### src/rtl/usb_pc_event_ctrl_if.sv
// ---------------------------------------------------------------------------
// usb_pc_event_ctrl_if
// Avalon-MM slave bus and level interrupt of the USB/PC event scheduler.
//   address    [1:0]  register select
//   chipselect        slave select
//   write_n           write strobe, active-low
//   writedata  [31:0] write data
//   readdata   [31:0] registered read data (one-cycle latency)
//   irq               registered level interrupt to the CPU
// master: CPU side (drives the bus). slave: the event controller.
// ---------------------------------------------------------------------------
interface usb_pc_event_ctrl_if;
    logic [1:0]  address;
    logic        chipselect;
    logic        write_n;
    logic [31:0] writedata;
    logic [31:0] readdata;
    logic        irq;

    modport master (
        output address, chipselect, write_n, writedata,
        input  readdata, irq
    );

    modport slave (
        input  address, chipselect, write_n, writedata,
        output readdata, irq
    );
endinterface

### src/rtl/usb_pc_event_ctrl.sv
// ---------------------------------------------------------------------------
// usb_pc_event_ctrl
// Synchronizes and debounces WIDTH asynchronous status lines, captures their
// rising edges into pending bits and hands them to the CPU one at a time,
// round-robin, behind a level interrupt. Each event is retired by a write to
// the event register.
//
// Ports:
//   clk      system clock, rising edge
//   reset_n  asynchronous active-low reset
//   bus      Avalon-MM slave + irq (usb_pc_event_ctrl_if.slave)
//   in_port  [WIDTH-1:0] asynchronous status lines
//
// Register map:
//   0  R   {0, stable}
//   1  RW  bit 31 irq_en, bits [WIDTH-1:0] enable mask
//   2  R   bit 31 valid, bits [2:0] channel;  W any value = acknowledge
//   3  R   {0, pending};  W1C pending bits
// ---------------------------------------------------------------------------
module usb_pc_event_ctrl #(
    parameter int WIDTH           = 4,
    parameter int DEBOUNCE_CYCLES = 16
) (
    input  logic               clk,
    input  logic               reset_n,
    usb_pc_event_ctrl_if.slave bus,
    input  logic [WIDTH-1:0]   in_port
);

    localparam int             CW        = $clog2(DEBOUNCE_CYCLES) + 1;
    localparam logic [CW-1:0]  CNT_LAST  = CW'(DEBOUNCE_CYCLES - 1);
    localparam logic [2:0]     LAST_INIT = 3'(WIDTH - 1);

    typedef enum logic [1:0] {
        IDLE,
        WAIT_ACK,
        RELEASE
    } state_t;

    // Input conditioning
    logic [WIDTH-1:0] sync1;
    logic [WIDTH-1:0] sync2;
    logic [WIDTH-1:0] stable;
    logic [WIDTH-1:0] stable_q;
    logic [CW-1:0]    cnt [WIDTH];
    logic [WIDTH-1:0] rise;

    // Event capture and control
    logic [WIDTH-1:0] pending;
    logic [WIDTH-1:0] mask;
    logic             irq_en;

    // Scheduler
    state_t           state;
    state_t           state_next;
    logic             valid;
    logic             valid_next;
    logic [2:0]       channel;
    logic [2:0]       channel_next;
    logic [2:0]       last;
    logic [2:0]       last_next;
    logic [WIDTH-1:0] grant_clr;
    logic             found;
    logic [2:0]       pick;
    logic [WIDTH-1:0] req;

    // Bus decode
    logic             wr;
    logic             wr_ctrl;
    logic             wr_ack;
    logic             wr_w1c;
    logic [WIDTH-1:0] w1c_bits;
    logic [31:0]      rd_mux;

    assign wr       = bus.chipselect & ~bus.write_n;
    assign wr_ctrl  = wr && (bus.address == 2'd1);
    assign wr_ack   = wr && (bus.address == 2'd2);
    assign wr_w1c   = wr && (bus.address == 2'd3);
    assign w1c_bits = wr_w1c ? bus.writedata[WIDTH-1:0] : '0;

    // -----------------------------------------------------------------------
    // Two-stage synchronizer
    // -----------------------------------------------------------------------
    // NOTE: every clocked block uses non-blocking assignments so all registers
    // sample pre-edge values; blocking here would collapse sync1->sync2 into
    // a single stage.
    always_ff @(posedge clk or negedge reset_n) begin
        if (!reset_n) begin
            sync1 <= '0;
            sync2 <= '0;
        end else begin
            sync1 <= in_port;
            sync2 <= sync1;
        end
    end

    // -----------------------------------------------------------------------
    // Debounce: a level change is accepted only after sync2 has differed
    // from the accepted level for DEBOUNCE_CYCLES consecutive cycles.
    // -----------------------------------------------------------------------
    // NOTE: the counter array is a handful of flops, not a RAM, so it is
    // reset along with everything else; a real memory would not be.
    always_ff @(posedge clk or negedge reset_n) begin
        if (!reset_n) begin
            stable <= '0;
            for (int i = 0; i < WIDTH; i++) begin
                cnt[i] <= '0;
            end
        end else begin
            for (int i = 0; i < WIDTH; i++) begin
                if (sync2[i] == stable[i]) begin
                    cnt[i] <= '0;
                end else if (cnt[i] == CNT_LAST) begin
                    stable[i] <= sync2[i];
                    cnt[i]    <= '0;
                end else begin
                    cnt[i] <= cnt[i] + 1'b1;
                end
            end
        end
    end

    // -----------------------------------------------------------------------
    // Rising-edge capture. The set term is OR-ed in last so a new edge wins
    // over a grant or W1C clearing the same bit in the same cycle.
    // -----------------------------------------------------------------------
    assign rise = stable & ~stable_q;

    always_ff @(posedge clk or negedge reset_n) begin
        if (!reset_n) begin
            stable_q <= '0;
            pending  <= '0;
        end else begin
            stable_q <= stable;
            pending  <= (pending & ~(grant_clr | w1c_bits)) | rise;
        end
    end

    // -----------------------------------------------------------------------
    // Round-robin pick: first requesting channel after 'last', with wrap.
    // -----------------------------------------------------------------------
    assign req = pending & mask;

    // NOTE: outputs of combinational blocks get a default before any branch
    // so no path leaves them unassigned, which would infer a latch.
    always_comb begin
        found = 1'b0;
        pick  = last;
        for (int k = 1; k <= WIDTH; k++) begin
            if (!found && req[(int'(last) + k) % WIDTH]) begin
                found = 1'b1;
                pick  = 3'((int'(last) + k) % WIDTH);
            end
        end
    end

    // -----------------------------------------------------------------------
    // Scheduler FSM: next state and event register updates
    // -----------------------------------------------------------------------
    always_comb begin
        state_next   = state;
        valid_next   = valid;
        channel_next = channel;
        last_next    = last;
        grant_clr    = '0;
        case (state)
            IDLE: begin
                if (found) begin
                    valid_next   = 1'b1;
                    channel_next = pick;
                    last_next    = pick;
                    grant_clr    = WIDTH'(1) << pick;
                    state_next   = WAIT_ACK;
                end
            end
            WAIT_ACK: begin
                // The held event is independent of later mask/pending changes.
                if (wr_ack) begin
                    valid_next = 1'b0;
                    state_next = RELEASE;
                end
            end
            RELEASE: begin
                // One dead cycle guarantees irq drops between events.
                state_next = IDLE;
            end
            default: begin
                state_next = IDLE;
            end
        endcase
    end

    always_ff @(posedge clk or negedge reset_n) begin
        if (!reset_n) begin
            state   <= IDLE;
            valid   <= 1'b0;
            channel <= '0;
            last    <= LAST_INIT;
        end else begin
            state   <= state_next;
            valid   <= valid_next;
            channel <= channel_next;
            last    <= last_next;
        end
    end

    // -----------------------------------------------------------------------
    // Control register
    // -----------------------------------------------------------------------
    always_ff @(posedge clk or negedge reset_n) begin
        if (!reset_n) begin
            mask   <= '0;
            irq_en <= 1'b0;
        end else if (wr_ctrl) begin
            mask   <= bus.writedata[WIDTH-1:0];
            irq_en <= bus.writedata[31];
        end
    end

    // -----------------------------------------------------------------------
    // Read mux, registered every cycle regardless of chipselect
    // -----------------------------------------------------------------------
    always_comb begin
        rd_mux = '0;
        case (bus.address)
            2'd0: rd_mux[WIDTH-1:0] = stable;
            2'd1: begin
                rd_mux[WIDTH-1:0] = mask;
                rd_mux[31]        = irq_en;
            end
            2'd2: begin
                rd_mux[2:0] = channel;
                rd_mux[31]  = valid;
            end
            default: rd_mux[WIDTH-1:0] = pending;
        endcase
    end

    always_ff @(posedge clk or negedge reset_n) begin
        if (!reset_n) begin
            bus.readdata <= '0;
            bus.irq      <= 1'b0;
        end else begin
            bus.readdata <= rd_mux;
            bus.irq      <= irq_en & valid;
        end
    end

endmodule

### src/flat_wrapper.sv
// flat-port wrapper written by rule: the top's interface ports become plain ports
module usb_pc_event_ctrl_flat 
#(
    parameter int WIDTH           = 4,
    parameter int DEBOUNCE_CYCLES = 16
)
  (clk, reset_n, in_port, bus_address, bus_chipselect, bus_write_n, bus_writedata, bus_readdata, bus_irq);
  usb_pc_event_ctrl_if bus_i ();
  input  logic clk;
  input  logic reset_n;
  input  logic [WIDTH-1:0] in_port;
  input wire logic [$bits(bus_i.address)-1:0] bus_address;
  input wire logic [$bits(bus_i.chipselect)-1:0] bus_chipselect;
  input wire logic [$bits(bus_i.write_n)-1:0] bus_write_n;
  input wire logic [$bits(bus_i.writedata)-1:0] bus_writedata;
  output wire logic [$bits(bus_i.readdata)-1:0] bus_readdata;
  output wire logic [$bits(bus_i.irq)-1:0] bus_irq;
  assign bus_i.address = bus_address;
  assign bus_i.chipselect = bus_chipselect;
  assign bus_i.write_n = bus_write_n;
  assign bus_i.writedata = bus_writedata;
  assign bus_readdata = bus_i.readdata;
  assign bus_irq = bus_i.irq;
  usb_pc_event_ctrl #(.WIDTH(WIDTH), .DEBOUNCE_CYCLES(DEBOUNCE_CYCLES)) u_core (.clk(clk), .reset_n(reset_n), .bus(bus_i), .in_port(in_port));
endmodule
### config.mk
export PLATFORM = sky130hd
export DESIGN_NAME = usb_pc_event_ctrl_flat
export DESIGN_NICKNAME = d
export VERILOG_FILES = /design/src/rtl/usb_pc_event_ctrl_if.sv /design/src/rtl/usb_pc_event_ctrl.sv /design/src/flat_wrapper.sv
export SDC_FILE = /design/constraint.sdc
export NUM_CORES = 1
export LEC_CHECK = 0
export BUFFER_PORTS_ARGS = -buffer_cell sky130_fd_sc_hd__buf_2
export CAP_MARGIN = 25
export CORE_MARGIN = 1
export CORE_UTILIZATION = 54
export DETAILED_ROUTE_END_ITERATION = 6
export MAX_ROUTING_LAYER = met4
export PLACE_DENSITY_LB_ADDON = 0.05
export RECOVER_POWER = 25
export SYNTH_ARGS = -nofsm -noshare
export SYNTH_HDL_FRONTEND = slang
export SYNTH_SLANG_ARGS = --single-unit
### constraint.sdc
create_clock -name clk -period 3 [get_ports clk]
set_clock_uncertainty 0.2 [all_clocks]
set_input_delay 0.6 -clock clk [delete_from_list [all_inputs] [get_ports clk]]
set_output_delay 0.6 -clock clk [all_outputs]
set_load 0.02 [all_outputs]
==> reports/results.txt <==
Status = finished clean
Peak VDD IR = 0.361 mV
Most numerous cell in the Yosys netlist = dfrtp_1
Leakage = 1.51 nW
Top Family by Delay on Critical Path = simple AND/OR/NAND/NOR gates
Ranking of synthesized cells by area = dfrtp_1, buf_4, ha_1
Global-route wire length before repair = 7010 um
Mean Syn Cell Area = 11.3 um^2
Crit path launch type = flop
Minimum clock period = 1.86 ns
Worst Hold Launch = u_core.sync1[0]
Crit path largest cell delay = 0.59 ns
# Post-CTS Setup Buffers = 0
Die width = 72.3 um
Deepest clock path buffer count = 2
DR iter-0 viols = 85
DR vias/cell = 4.86
CORE AREA = 0.00472 mm^2
Tcrit/Tclk final = 61.8%
Grt ovf = 0
DR WL/cell = 12.3 um
Worst skew pair latency = 0.33 ns
#FFs+latches synth = 59
Part of the power in registers = 48.1%
CP Data Required Time = 3.00 ns
Yosys warnings = 0
CTS tree = done
Share of layout cells above drive strength 1 = 16.7%
Post-route ant nets = 0
FF/Latch Area = 0.00148 mm^2
Synth unique cells = 41
Footprint of the multi-input gates = 0.00102 mm^2
Clk pwr share = 29.6%
Port buffer count = 20
EDFF count, synth = 0
Max-slew violations = 0
Drc violations = 0
Worst hold endpoint = u_core.sync2[0]
Post_cts resized = 0
Row Count = 25
Gate power share = 22.2%
I/O Pins = 75
Async set-reset flop share out of synthesis = 100%
CTS sink cnt = 59
Min Hold Slack = 0.147 ns
Crit-path slowest cell = dfstp_2
Number of global-route vias before repair = 1508
Net Sw Frac = 30.7%
WHS Path Cells = 0
Cell Chain, Critical Path = and3b_1 -> o21a_1 -> nor4_2 -> o21ai_0
PwrDens = 721 mW/mm^2
Critical Path Start = u_core.last[1]
Final hold vios = 0
Critical path endpoint category = flop
Tot GR Track Use = 19.3%
Seq/Total Area, Yosys = 55.5%
Hold crit path type = reg -> reg
Worst Path Arrival = 1.85 ns
Worst-path clk slew = 0.06 ns
Starting Density = 56.4%
Initial antenna violation count = 0
Die Area = 0.00522 mm^2
R2R depth = 4
Biggest area consumer among synthesized cells = dfrtp_1
Inst Count DP = 321
P_int = 0.00146 W
Pin count of the biggest net entering global routing = 25
Antenna Cells = 0
DRT Wirelength = 4150 um
Endpoints failing setup = 0
Top cell type's share of synthesized area = 53.5%
TritonCTS buffer count = 9
Area delta synth->final = 9.62%
RSZ-0062 raised after global routing = false
Final Non-Filler Cells = 337
Final Util = 61.9%
Synth top cells by count = dfrtp_1, buf_4, nor2_1
Primary FF master, synth = dfrtp_1
FF-to-FF Start = u_core.last[1]
Worst r2r dst = u_core.pending[2]
Worst Path Max Fanout = 8
Post-DP HPWL = 2980 um
R2R setup slack = 1.14 ns
Root Buffer = clkbuf_8
Max-cap violations = 0
Die height = 72.3 um
Placer's final routability congestion estimate = 0.854
Cell area after synthesis = 0.00267 mm^2
P_sw = 0.000647 W
Htree depth = 3
Crit path kind = reg -> reg
Buf/Inv on CP = 0
Setup TNS = 0 ns
Via count = 1638
Highest Clock Rate = 539 MHz
Slew @ Worst Pin = 1.19 ns
Drt pass-1 iters = 4
Hold_buf cts = 0
Post-Syn Instances = 235
Nets = 316
Slew HR = 20.5%
Total of fill cells in the finished design = 407
-- layout make-up --
class | instances | share of cell area, %
Timing Repair Buffer | 22 | 3.90
Clock buffer | 14 | 5.57
Clock inverter | 2 | 0.343
Multi-Input combinational cell | 159 | 34.9
Inverter | 14 | 1.80
Tap cell | 67 | 2.87
Sequential cell | 59 | 50.6
-- metrics by stage --
stage	cell area (um^2)	worst slack, ns	total power [W]
detailed placement	2750	0.953	0.00150
global placement	2750	0.928	0.00149
CTS	2920	1.12	0.00214
global route	2920	1.06	0.00224
floorplan	2760	1.19	0.00139
finish	2920	1.14	0.00211
-- how the worst max path moves through the flow --
stage	slack, ns	end	cells after the start
2_1_floorplan	1.19	u_core.pending[2]	5
3_3_place_gp	0.93	u_core.pending[2]	6
3_5_place_dp	0.95	u_core.pending[2]	6
4_1_cts	1.12	u_core.pending[2]	4
5_1_grt	1.06	u_core.last[1]	2
6_report	1.14	u_core.pending[2]	4
-- layout by cell type (no fill, tap or decap), drive strengths merged, types with 5 or more instances in the layout --
| cell type | instances |
|---|---|
| nor2 | 18 |
| clkbuf | 15 |
| ha | 9 |
| and2 | 9 |
| conb | 27 |
| xor2 | 12 |
| buf | 21 |
| o21ai | 14 |
| inv | 14 |
| mux2 | 6 |
| a21oi | 5 |
| nand3 | 11 |
| nand2 | 11 |
| dfrtp | 57 |
-- logic make-up (layout without fill, tap and decap cells) --
family,Yosys count,count (layout),synth area share (%)
buf+inv,43,52,9.91
mux,9,9,3.66
other cells,1,27,0.141
simple gates,62,62,11.9
fa+ha+maj,9,9,4.23
flops,59,59,55.5
xor+xnor,12,12,3.94
compound gates,40,40,10.7
-- power groups by stage --
stage | registers, W | clock network [W] | logic, W
6_report | 0.00101 | 0.000625 | 0.000468
5_1_grt | 0.00103 | 0.000688 | 0.000522
4_1_cts | 0.00101 | 0.000651 | 0.000471
3_5_place_dp | 0.00103 | 0 | 0.000468
3_3_place_gp | 0.00103 | 0 | 0.000465
2_1_floorplan | 0.00103 | 0 | 0.000364
-- per-layer routing --
layer  GRT usage, %  part of all wire [%]  up-vias
li1               -                     -      811
met1           25.3                    49      766
met2           26.0                    43       49
met3           5.83                   5.2       12
met4           12.4                   3.1        0
met5              -                     0        -
-- flip-flops by register name, summed over array words and instances (netlist names), 3 cells and up --
name and count:
u_core.stable_q 4, u_core.cnt 20, u_core.sync2 4, u_core.stable 4
u_core.bus.readdata 5, u_core.pending 4, u_core.sync1 4, u_core.last 3
u_core.mask 4
(Power assumes the default switching activity.)
